File: src/rtl/axi_vga_pkg.sv
// Shared VGA stream definitions: default colour widths, sideband layout and
// pixel/beat sizing helpers used by both the packer and the unpacker.
package axi_vga_pkg;

    localparam int unsigned DefRedWidth   = 5;
    localparam int unsigned DefGreenWidth = 6;
    localparam int unsigned DefBlueWidth  = 5;
    localparam int unsigned DefAxiWidth   = 64;

    // Stream sideband carried next to TDATA through the output register.
    typedef struct packed {
        logic tuser;
        logic tlast;
    } axis_side_t;

    // Width of one packed RGB pixel.
    function automatic int unsigned pixel_width(input int unsigned red_w,
                                                input int unsigned green_w,
                                                input int unsigned blue_w);
        return red_w + green_w + blue_w;
    endfunction

    // Whole pixels that fit in one stream beat; zero means the beat is too narrow.
    function automatic int unsigned pixels_per_beat(input int unsigned data_w,
                                                    input int unsigned pxl_w);
        return (pxl_w == 0) ? 0 : data_w / pxl_w;
    endfunction

endpackage

File: src/rtl/axi_vga_stream_reg.sv
// Single-entry valid/ready output register. The valid flag and the payload
// come straight from flops, so the downstream valid never depends on ready.
module axi_vga_stream_reg #(
    parameter int unsigned DataWidth = 8
) (
    input  logic                 clk_i,
    input  logic                 rst_ni,
    input  logic                 load_i,
    input  logic [DataWidth-1:0] data_i,
    output logic                 ready_o,
    output logic                 valid_o,
    output logic [DataWidth-1:0] data_o,
    input  logic                 ready_i
);

    logic                 valid_q, valid_d;
    logic [DataWidth-1:0] data_q, data_d;

    // The register may be refilled when empty or when its beat leaves this cycle.
    assign ready_o = !valid_q || ready_i;
    assign valid_o = valid_q;
    assign data_o  = data_q;

    // Load a new beat when offered, otherwise drop the beat once it is taken.
    always_comb begin
        valid_d = valid_q;
        data_d  = data_q;
        if (load_i) begin
            valid_d = 1'b1;
            data_d  = data_i;
        end else if (ready_i) begin
            valid_d = 1'b0;
        end
    end

    // Register state; reset empties the register and clears the payload.
    always_ff @(posedge clk_i or negedge rst_ni) begin
        if (!rst_ni) begin
            valid_q <= 1'b0;
            data_q  <= '0;
        end else begin
            valid_q <= valid_d;
            data_q  <= data_d;
        end
    end

endmodule

File: src/rtl/axi_vga_pixel_packer.sv
// Packs RGB pixels into AXI-Stream beats, lowest slot in the LSBs. A beat is
// closed when it is full or at end of line; TUSER marks a start-of-frame beat.
module axi_vga_pixel_packer
    import axi_vga_pkg::*;
#(
    parameter int unsigned RedWidth     = DefRedWidth,
    parameter int unsigned GreenWidth   = DefGreenWidth,
    parameter int unsigned BlueWidth    = DefBlueWidth,
    parameter int unsigned AXIDataWidth = DefAxiWidth
) (
    input  logic                    pxl_clk,
    input  logic                    rst_ni,
    input  logic                    enable_i,
    input  logic                    pxl_valid_i,
    output logic                    pxl_ready_o,
    input  logic [RedWidth-1:0]     red_i,
    input  logic [GreenWidth-1:0]   green_i,
    input  logic [BlueWidth-1:0]    blue_i,
    input  logic                    sof_i,
    input  logic                    eol_i,
    output logic                    M_AXIS_TVALID,
    input  logic                    M_AXIS_TREADY,
    output logic [AXIDataWidth-1:0] M_AXIS_TDATA,
    output logic                    M_AXIS_TLAST,
    output logic                    M_AXIS_TUSER,
    output logic                    sof_error_o
);

    localparam int unsigned PixelWidth = pixel_width(RedWidth, GreenWidth, BlueWidth);
    localparam int unsigned PPB        = pixels_per_beat(AXIDataWidth, PixelWidth);
    localparam int unsigned SlotW      = (PPB > 1) ? $clog2(PPB) : 1;
    localparam int unsigned RegWidth   = AXIDataWidth + $bits(axis_side_t);
    localparam logic [SlotW-1:0] LastSlot = SlotW'(PPB - 1);

    if (PPB == 0) begin : g_bad_width
        $error("axi_vga_pixel_packer: AXIDataWidth narrower than one pixel");
    end

    logic [SlotW-1:0]        slot_q, slot_d;
    logic [AXIDataWidth-1:0] acc_q, acc_d;
    logic                    sof_q, sof_d;
    logic                    sof_err_q, sof_err_d;

    logic [PixelWidth-1:0]   pixel;
    logic [AXIDataWidth-1:0] pixel_ext;
    logic [31:0]             shamt;
    logic [AXIDataWidth-1:0] word;
    logic                    accept;
    logic                    complete;
    axis_side_t              side;
    logic                    out_ready;
    logic [RegWidth-1:0]     out_data;

    assign pixel       = {red_i, green_i, blue_i};
    assign pixel_ext   = AXIDataWidth'(pixel);
    assign shamt       = 32'(slot_q) * PixelWidth;
    assign word        = acc_q | (pixel_ext << shamt);
    assign pxl_ready_o = enable_i && out_ready;
    assign accept      = pxl_valid_i && pxl_ready_o;

    // Slot/accumulator update, beat completion and misplaced-sof detection.
    always_comb begin
        slot_d     = slot_q;
        acc_d      = acc_q;
        sof_d      = sof_q;
        sof_err_d  = 1'b0;
        complete   = 1'b0;
        side.tlast = eol_i;
        side.tuser = (slot_q == '0) ? sof_i : sof_q;
        if (!enable_i) begin
            slot_d = '0;
            acc_d  = '0;
            sof_d  = 1'b0;
        end else if (accept) begin
            if (slot_q == '0) begin
                sof_d = sof_i;
            end else if (sof_i) begin
                sof_err_d = 1'b1;
            end
            if ((slot_q == LastSlot) || eol_i) begin
                complete = 1'b1;
                slot_d   = '0;
                acc_d    = '0;
                sof_d    = 1'b0;
            end else begin
                slot_d = slot_q + SlotW'(1);
                acc_d  = word;
            end
        end
    end

    // Packing state and the registered sof error pulse.
    always_ff @(posedge pxl_clk or negedge rst_ni) begin
        if (!rst_ni) begin
            slot_q    <= '0;
            acc_q     <= '0;
            sof_q     <= 1'b0;
            sof_err_q <= 1'b0;
        end else begin
            slot_q    <= slot_d;
            acc_q     <= acc_d;
            sof_q     <= sof_d;
            sof_err_q <= sof_err_d;
        end
    end

    assign sof_error_o = sof_err_q;

    axi_vga_stream_reg #(
        .DataWidth (RegWidth)
    ) u_out_reg (
        .clk_i   (pxl_clk),
        .rst_ni  (rst_ni),
        .load_i  (complete),
        .data_i  ({side, word}),
        .ready_o (out_ready),
        .valid_o (M_AXIS_TVALID),
        .data_o  (out_data),
        .ready_i (M_AXIS_TREADY)
    );

    assign M_AXIS_TDATA = out_data[AXIDataWidth-1:0];
    assign M_AXIS_TLAST = out_data[AXIDataWidth];
    assign M_AXIS_TUSER = out_data[AXIDataWidth+1];

endmodule
File: config.mk
export PLATFORM = sky130hd
export DESIGN_NAME = axi_vga_pixel_packer
export DESIGN_NICKNAME = d
export VERILOG_FILES = /design/src/rtl/axi_vga_pkg.sv /design/src/rtl/axi_vga_stream_reg.sv /design/src/rtl/axi_vga_pixel_packer.sv
export SDC_FILE = /design/constraint.sdc
export NUM_CORES = 1
export LEC_CHECK = 0
export CAP_MARGIN = 20
export CORE_ASPECT_RATIO = 0.6
export CORE_UTILIZATION = 25
export CTS_CLUSTER_SIZE = 24
export DETAILED_ROUTE_END_ITERATION = 10
export GPL_TIMING_DRIVEN = 0
export SYNTH_ARGS = -nofsm -noshare
export SYNTH_HDL_FRONTEND = slang
export SYNTH_HIERARCHICAL = 1
export SYNTH_SLANG_ARGS = --single-unit
File: constraint.sdc
create_clock -name pxl_clk -period 3.85 [get_ports pxl_clk]
set_input_delay 0.77 -clock pxl_clk [delete_from_list [all_inputs] [get_ports pxl_clk]]
set_output_delay 0.77 -clock pxl_clk [all_outputs]
set_load 0.05 [all_outputs]
# After elaboration in Yosys (flattened, before gate mapping)
# Index checks and enable logic that the tools add are counted.
# classes
n_shift	1
add_sub_neg	1
n_mux	19
eq_ne	2
reduce_logical	7
bitwise_logic	1
# op_table
op	n
two-way mux 64 bit	3
OR 64 bit	1
left shift 16 x 6 -> 64 bit	1
two-way mux 1 bit	13
two-way mux 2 bit	3
adder 2 x 1 -> 2 bit (second input constant)	1
equality test 2 bit (second input constant)	1
logical AND 1 bit	2
logical NOT 2 bit	1
logical OR 1 bit	2
!= test 2 x 1 -> 1 bit (second input constant)	1
nonzero test 2 bit	1
logical NOT 1 bit	1
# word_totals
out_inout_bits	69
regBits	135
wordCells	37
in_bits	23

# Depth between registers and ports, before layout
# Gate-level depths: netlist of the first run.
# depth
depth_word	7
depth_mapped	7
depth_no_buf	5

# By module
# The synthesis of the first run kept the hierarchy.
# modules_own_cells
mod	instances	seq_area_each_um2	area_each_um2	cells_each
axi_vga_pixel_packer	1	1701.6	3314.4	331
axi_vga_stream_reg	1	1676.6	2597.5	142

# Worst setup path after synthesis of the first run
# No wires, ideal clock.
# synth_timing
path_kind	in2reg
startpoint	input port M_AXIS_TREADY
endpoint	register u_out_reg.data_q[33], in the netlist u_out_reg/data_o[33]
setup_slack_ns	1.302
cell_stages	7
arrival_ns	2.423
setup_time_ns	0.125
path_buffers	2
t_required_ns	3.725
cell_sequence	nand2b_1 -> and2_1 -> nand2_1 -> nor2_1 -> buf_4 -> buf_6 -> mux2_4
# synth_between
elab_chain_cells	5
# synth_lines
item	line	text
start, declared	axi_vga_pixel_packer.sv:22	input logic M_AXIS_TREADY,
logical OR 1 bit	axi_vga_stream_reg.sv:20	assign ready_o = !valid_q || ready_i;
logical AND 1 bit	axi_vga_pixel_packer.sv:58	assign pxl_ready_o = enable_i && out_ready;
net pxl_ready_o	axi_vga_pixel_packer.sv:15	output logic pxl_ready_o,
logical AND 1 bit	axi_vga_pixel_packer.sv:59	assign accept = pxl_valid_i && pxl_ready_o;
two-way mux 1 bit	axi_vga_pixel_packer.sv:74	end else if (accept) begin
two-way mux 1 bit	axi_vga_pixel_packer.sv:70	if (!enable_i) begin
net complete	axi_vga_pixel_packer.sv:49	logic complete;
end signal, assigned	axi_vga_stream_reg.sv:43	data_q <= data_d;
end, declared	axi_vga_stream_reg.sv:17	logic [DataWidth-1:0] data_q, data_d;
# The timed path passes the listed nets, and every way through them passes these cells.
# A chain may end at the register's enable or synchronous reset.

# Final worst setup path of the first run
# layout_timing
startpoint	input port M_AXIS_TREADY
endpoint	output port pxl_ready_o
# layout_between
elab_chain_cells	2
# layout_lines
item	line	text
logical OR 1 bit	axi_vga_stream_reg.sv:20	
net out_ready	axi_vga_pixel_packer.sv:51	logic out_ready;
logical AND 1 bit	axi_vga_pixel_packer.sv:58	
end, declared	axi_vga_pixel_packer.sv:15	
# The timed path passes the listed nets, and every way through them passes these cells.

==> results of run 1 <==
-- synthesized netlist by cell type (all sizes together) --
master	n
a21boi	3
a21o	64
a31oi	64
and2	1
and4	1
and4b	2
and4bb	1
buf	48
dfrtp	135
ha	2
inv	2
mux2	67
nand2	5
nand2b	2
nand4	3
nor2	70
nor3b	2
o21ai	1
-- layer usage --
layer,track usage [%],vias up,part of all wire (%)
met5,0,-,0.081
met4,3.96,2,0.82
met3,4.48,15,5.5
met2,18.1,107,40
met1,21.4,2063,53
li1,-,1889,-
-- flip-flops by register name, summed over array words and instances (netlist names) --
| signal | flops |
|---|---|
| acc_q | 64 |
| sof_error_o | 1 |
| u_out_reg/data_o | 66 |
| slot_q | 2 |
| u_out_reg/valid_o | 1 |
| sof_q | 1 |
-- final cells by class --
cell class	count	area (sq um)	share of cell area, %
Sequential cell	135	3380	44.2
Multi-Input combinational cell	288	2200	28.7
Timing Repair Buffer	76	779	10.2
Clock buffer	21	460	6.02
Tap cell	315	394	5.15
Buffer	48	328	4.29
Clock inverter	11	101	1.32
Inverter	2	7.51	0.0981
Antenna cell	1	2.50	0.0327
-- through the flow --
stage	utilization [%]	setup TNS (ns)
finish	33.1	0
CTS	33.1	0
global placement	30.5	-479.21
floorplan	-	0
detailed placement	30.6	0
global route	33.1	0
-- where the power goes --
| group | switching [mW] | internal, mW |
|---|---|---|
| combinational | 0.426 | 0.225 |
| sequential | 0.0442 | 1.49 |
| clock | 0.631 | 0.920 |
-- worst max-delay path: cells and delay by family --
family                 cells  cell delay (ns)
buffers and inverters      2             1.25
and+or+nand+nor            2             0.58
-- kinds of logic after synthesis --
kind of cell	Yosys count	synth area share [%]
flip-flops	135	57.1
AO/OA/AOI/OAI	132	15.4
AND/OR/NAND/NOR	87	6.73
multiplexers	67	14.6
buffers and inverters	50	5.67
adder cells (fa/ha/maj)	2	0.423
-- worst paths after layout --
| kind | startpoint | slack (ns) | endpoint | cells after the start |
|---|---|---|---|---|
| setup / recovery | M_AXIS_TREADY | 0.47 | pxl_ready_o | 4 |
| hold / removal | rst_ni | 0.30 | u_out_reg/valid_o$_DFFE_PN0P_ | 1 |
| setup reg to reg | u_out_reg/valid_o$_DFFE_PN0P_ | 1.41 | u_out_reg/data_o[41]$_DFFE_PN0P_ | 7 |
| hold reg to reg | acc_q[13]$_DFFE_PN0P_ | 0.49 | acc_q[13]$_DFFE_PN0P_ | 2 |
| max in group asynchronous | rst_ni | 2.74 | u_out_reg/data_o[14]$_DFFE_PN0P_ | 2 |
| min in group pxl_clk | acc_q[13]$_DFFE_PN0P_ | 0.49 | acc_q[13]$_DFFE_PN0P_ | 2 |
==> Flow_metrics.wiki, run 1 <==
{| class="wikitable"
! Metric !! Value
|-
| Cell count after placement || between 800 and 900
|-
| Final wirelength || about 16 mm
|-
| Critical Path End Type || primary output
|-
| Total leakage power || a little under 4 nW
|-
| Max-cap violations || 0
|-
| Most common cell on crit path || sky130_fd_sc_hd__clkdlybuf4s50_1
|-
| Cells taking the most area after synthesis || sky130_fd_sc_hd__dfrtp_1 57%, sky130_fd_sc_hd__a21o_1 8.1%, sky130_fd_sc_hd__mux2_4 7.4%
|-
| Final routed DRC violation total || 0
|-
| Worst hold slack across all endpoints || roughly 0.3 ns
|-
| Final Max Tran Viols || 0
|-
| Final std cell area, no fill || between 7000 and 8000 sq um
|-
| Count of buffers added by post-CTS timing repair for setup || 0
|-
| Via count of the first global-routing pass || between 4000 and 5000
|-
| Filler Cell Count || 2344
|-
| Initial standard-cell utilization of the core || 25.6%
|-
| Pin count of the biggest net entering global routing || 79
|-
| Transition time at the pin with the least slew margin || approximately 0.54 ns
|-
| Area post-placement || a little over 7000 sq um
|-
| Clk Tree Root Cell || sky130_fd_sc_hd__clkbuf_16
|-
| Pre-Repair DR Iteration Count || 4
|-
| Total via count in the routed design || approximately 4100
|-
| Total number of H-tree levels || 4
|-
| Fin. Hold Viols || 0
|-
| Power density normalized to cell area || slightly below 500 nW/um^2
|-
| Number of clock buffers inserted by TritonCTS || 17
|-
| Num Clock Sinks || 135
|-
| Number of buffer cells added on primary ports || 75
|-
| Total gr overflow || 0
|-
| Skew final || around 0.0084 ns
|-
| Minimum setup slack after placement || approximately 0.41 ns
|-
| Number of hold-repair buffers added at the cts stage || 0
|-
| Number of antenna violations at the first check in global routing || 2
|-
| HPWL after DPL || approximately 11 mm
|-
| Maximum single-stage delay on the critical path || 0.80 ns
|-
| Source-to-sink clock delay at the later pin of the worst-skew pair || around 0.42 ns
|-
| Post-synthesis instance area || 5910 sq um
|-
| Post-Synthesis Cells || approximately 470
|-
| Count of non-filler cells in the finished layout || approximately 900
|-
| Flops & latches, synth || 135
|-
| Die X-Extent || 201 um
|-
| Result of the run || finished clean
|-
| Clock Pin Slew Worst Setup and Hold Paths || about 0.06 ns
|-
| Design Power || 3.74 mW
|-
| Crit path DAT || 2.61 ns
|-
| Distinct cell type count of the synthesized netlist || 23
|-
| Slowest cell on crit path || sky130_fd_sc_hd__clkdlybuf4s50_1
|-
| Count of cells resized by post-cts repair || 0
|-
| Part of the cycle the worst path needs || between 80% and 90%
|-
| TritonCTS clock tree || built
|-
| Detailed-route vias per instance || roughly 4.5
|-
| VDD IR max || around 0.30 mV
|-
| Final critical-path required period || around 3.4 ns
|-
| Setup violation total in the final timing report || 0
|-
| Detail Route Antenna Nets || 0
|-
| Post-synth net total || ~500
|-
| Critical Path Source Type || input port
|-
| Die area || about 24000 sq um
|-
| Total global routing track utilization || between 10% and 20%
|-
| Yosys warns || 6
|-
| Ordered cell list for the critical path || clkdlybuf4s50_1 > nand2b_1 > and2_1 > clkdlybuf4s50_1
|-
| Achievable Freq || slightly below 300 MHz
|-
| Path type of the worst min-delay path || input port to asynchronous set/reset pin
|-
| Area Growth Syn to Fin || 29.4%
|-
| Die Ht || between 100 and 150 um
|-
| Commonest non-fill, non-tap cells in the layout || 135 x sky130_fd_sc_hd__dfrtp_1, 74 x sky130_fd_sc_hd__clkdlybuf4s50_1, 67 x sky130_fd_sc_hd__nor2_1, 64 x sky130_fd_sc_hd__a21o_1, 64 x sky130_fd_sc_hd__a31oi_1
|-
| Num rows || 43
|-
| Number of top-level pins || 92
|-
| Violation count after the first detailed-route iteration || 250
|-
| Maximum fanout along the worst path || 10
|-
| Nets || between 500 and 600
|-
| Layout cell share with drive strength beyond 1 || 26.2%
|-
| Fin worst setup slack || 0.469 ns
|-
| Max transition margin || 63.7%
|-
| Placeable core region || around 23000 sq um
|-
| Number of buffers on the longest clock path || 2
|-
| Leading area contributor after synthesis || sky130_fd_sc_hd__dfrtp_1
|-
| Unrepaired setup endpoints after global routing || false
|-
| Placer's final routability congestion estimate || ~0.77
|-
| Data required time of the critical path || just over 3 ns
|-
| DR WL/cell || ~18 um
|-
| Crit Path Class || input port to primary output
|-
| Average instance area after synthesis || 12.5 sq um
|-
| Fraction of the yosys area taken by sequential cells || a little under three fifths
|-
| Most common library cell in the layout ignoring fill and taps || sky130_fd_sc_hd__dfrtp_1
|-
| Wire length of the first global-routing pass || 25.2 mm
|-
| Synth top area share || between 50% and 60%
|}
Note: power is estimated with default switching activity, not from simulation.
==> run 2, diff against run 1 <==
--- a/config.mk
+++ b/config.mk
@@ -8,6 +8,7 @@
 export CAP_MARGIN = 20
 export CORE_ASPECT_RATIO = 0.6
 export CORE_UTILIZATION = 25
+export CTS_BUF_LIST = sky130_fd_sc_hd__clkbuf_8
 export CTS_CLUSTER_SIZE = 24
 export DETAILED_ROUTE_END_ITERATION = 10
 export GPL_TIMING_DRIVEN = 0
==> run 2 against run 1 <==
Against the previous run: worst hold slack worse by 0.034 ns; first-iteration DRC count is 2.8% higher; combinational power hardly changed; largest cell class unchanged; worst setup slack better by 0.0014 ns; clock skew is 0.0051 ns higher; via count hardly changed; die area stayed put.
==> Flow_metrics.wiki, run 2 (same netlist as run 1, synthesis figures left out) <==
{| class="wikitable"
! Metric !! Value
|-
| Result of the run || finished clean
|-
| Maximum fanout along the worst path || 10 (unchanged)
|-
| VDD IR max || 0.263 mV (-12%)
|-
| Crit-path leading delay family || buffers and inverters
|-
| Final std cell area, no fill || 7460 sq um (-2.5%)
|-
| Violation count after the first detailed-route iteration || 257 (+2.8%)
|-
| HPWL after DPL || 11.2 mm (unchanged)
|-
| Via count of the first global-routing pass || 4100 (-0.87%)
|-
| FF/Latch Area || 3380 sq um (unchanged)
|-
| Nets || 593 (unchanged)
|-
| Most common library cell in the layout ignoring fill and taps || sky130_fd_sc_hd__dfrtp_1
|-
| Ordered cell list for the critical path || clkdlybuf4s50_1 > nand2b_1 > and2_1 > clkdlybuf4s50_1
|-
| Total gr overflow || 0 (unchanged)
|-
| Final routed DRC violation total || 0 (unchanged)
|-
| Num rows || 43 (unchanged)
|-
| Num Clock Sinks || 135 (unchanged)
|-
| Max-cap violations || 0 (unchanged)
|-
| Skew final || 0.0135 ns (+0.00512 ns)
|-
| Max FFs per register || 66 (unchanged)
|-
| Crit path DAT || 2.61 ns (about the same)
|-
| Part of the cycle the worst path needs || 87.8% (about the same)
|-
| Maximum single-stage delay on the critical path || 0.80 ns (about the same)
|-
| Layout cell share with drive strength beyond 1 || 26.2% (unchanged)
|-
| Total leakage power || 3.78 nW (-2.0%)
|-
| Total global routing track utilization || 14.0% (+0.054 points)
|-
| Clk Tree Root Cell || sky130_fd_sc_hd__clkbuf_8
|-
| Initial standard-cell utilization of the core || 25.6% (unchanged)
|-
| Number of clock buffers inserted by TritonCTS || 17 (unchanged)
|-
| Total number of H-tree levels || 4 (unchanged)
|-
| Final Max Tran Viols || 0 (unchanged)
|-
| Slowest cell on crit path || sky130_fd_sc_hd__clkdlybuf4s50_1
|-
| Placeable core region || 23100 sq um (unchanged)
|-
| DR WL/cell || 18.0 um (-0.12%)
|-
| Fin. Hold Viols || 0 (unchanged)
|-
| Total negative slack for setup checks || 0 ns (unchanged)
|-
| Number of buffers on the longest clock path || 2 (unchanged)
|-
| Max transition margin || 63.3% (-0.33 points)
|-
| Total via count in the routed design || 4073 (-0.074%)
|-
| Final wirelength || 16.1 mm (-0.12%)
|-
| Area of the multi-input gates || 2200 sq um (unchanged)
|-
| Number of top-level pins || 92 (unchanged)
|-
| Critical Path End Type || primary output
|-
| Data required time of the critical path || 3.08 ns (about the same)
|-
| Number of buffer cells added on primary ports || 75 (unchanged)
|-
| Area post-placement || 7090 sq um (unchanged)
|-
| Pre-Repair DR Iteration Count || 5 (+1)
|-
| Count of cells resized by post-cts repair || 0 (unchanged)
|-
| Detailed-route vias per instance || 4.54 (about the same)
|-
| Area Growth Syn to Fin || 26.2%
|-
| Number of antenna violations at the first check in global routing || 2 (unchanged)
|-
| Power density normalized to cell area || 442 nW/um^2 (-9.4%)
|-
| Worst hold slack across all endpoints || 0.269 ns (-0.0344 ns)
|-
| Wire length of the first global-routing pass || 25.3 mm (about the same)
|-
| Critical Path Source Type || input port
|-
| TritonCTS clock tree || built
|-
| Number of buffers and inverters on the critical path || 2 (unchanged)
|-
| Path type of the worst min-delay path || input port to asynchronous set/reset pin
|-
| Filler Cell Count || 2374 (+1.3%)
|-
| Clock Pin Slew Worst Setup and Hold Paths || 0.08 ns (+0.02 ns)
|-
| Number of hold-repair buffers added at the cts stage || 0 (unchanged)
|-
| Design Power || 3.30 mW (-12%)
|-
| Setup violation total in the final timing report || 0 (unchanged)
|-
| Pin count of the biggest net entering global routing || 79 (unchanged)
|-
| Post-layout util || 32.2% (-0.83 points)
|-
| Detail Route Antenna Nets || 0 (unchanged)
|-
| Die area || 24300 sq um (unchanged)
|-
| Final critical-path required period || 3.38 ns (-0.00143 ns)
|-
| Source-to-sink clock delay at the later pin of the worst-skew pair || 0.46 ns (+0.04 ns)
|-
| Placer's final routability congestion estimate || 0.767 (unchanged)
|-
| Count of buffers added by post-CTS timing repair for setup || 0 (unchanged)
|-
| Transition time at the pin with the least slew margin || 0.550 ns (+0.00667 ns)
|-
| Unrepaired setup endpoints after global routing || false
|-
| Commonest non-fill, non-tap cells in the layout || 135 x sky130_fd_sc_hd__dfrtp_1, 74 x sky130_fd_sc_hd__clkdlybuf4s50_1, 67 x sky130_fd_sc_hd__nor2_1, 64 x sky130_fd_sc_hd__a21o_1, 64 x sky130_fd_sc_hd__a31oi_1
|-
| Achievable Freq || 296 MHz (about the same)
|-
| Most common cell on crit path || sky130_fd_sc_hd__clkdlybuf4s50_1
|-
| Die X-Extent || 201 um (unchanged)
|-
| Die Ht || 121 um (unchanged)
|-
| Crit Path Class || input port to primary output
|}
[run 2: final timing paths]
check,from,end,slack [ns],cells after the start
max in group asynchronous,rst_ni,u_out_reg/data_o[14]$_DFFE_PN0P_,2.79,2
worst min register to register,acc_q[41]$_DFFE_PN0P_,acc_q[41]$_DFFE_PN0P_,0.50,2
worst max register to register,u_out_reg/valid_o$_DFFE_PN0P_,u_out_reg/data_o[41]$_DFFE_PN0P_,1.43,7
worst min-delay path,rst_ni,u_out_reg/valid_o$_DFFE_PN0P_,0.27,1
min in group pxl_clk,acc_q[41]$_DFFE_PN0P_,acc_q[41]$_DFFE_PN0P_,0.50,2
worst max-delay path,M_AXIS_TREADY,pxl_ready_o,0.47,4
[run 2: area by class of cell]
class                   count  area share [%]
diodes                      1          0.0336
plain buffers              48            4.40
clock buffers              19            3.51
clock inverters            13            1.46
inverters                   2           0.101
multi-input cells         288            29.5
flip-flops and latches    135            45.3
well taps                 315            5.28
repair buffers             76            10.5
[run 2: layer usage]
metal | part of all wire (%) | wire length (um) | GRT usage [%]
met5 | 0.081 | 13 | 0
met4 | 1.1 | 184 | 4.96
met3 | 6.9 | 1100 | 4.24
met2 | 40 | 6460 | 18.2
met1 | 52 | 8350 | 21.3
[run 2: metrics by stage]
stage	worst slack [ns]	instances
3_3_place_gp	-3.57	863
6_report	0.470	897
3_5_place_dp	0.414	864
2_1_floorplan	1.30	473
5_1_grt	0.365	897
4_1_cts	0.429	896
[run 2: power breakdown]
part	total (mW)	switching [mW]	internal, mW
Clock	1.12	0.580	0.538
Combinational	0.650	0.425	0.225
Sequential	1.53	0.0440	1.49
==> run 3, diff against run 2 <==
--- a/config.mk
+++ b/config.mk
@@ -12,6 +12,7 @@
 export CTS_CLUSTER_SIZE = 24
 export DETAILED_ROUTE_END_ITERATION = 10
 export GPL_TIMING_DRIVEN = 0
+export SKIP_LAST_GASP = 1
 export SYNTH_ARGS = -nofsm -noshare
 export SYNTH_HDL_FRONTEND = slang
 export SYNTH_HIERARCHICAL = 1
==> results of run 3 <==
No change in the layout: final DEF, timing and power equal those of run 2.
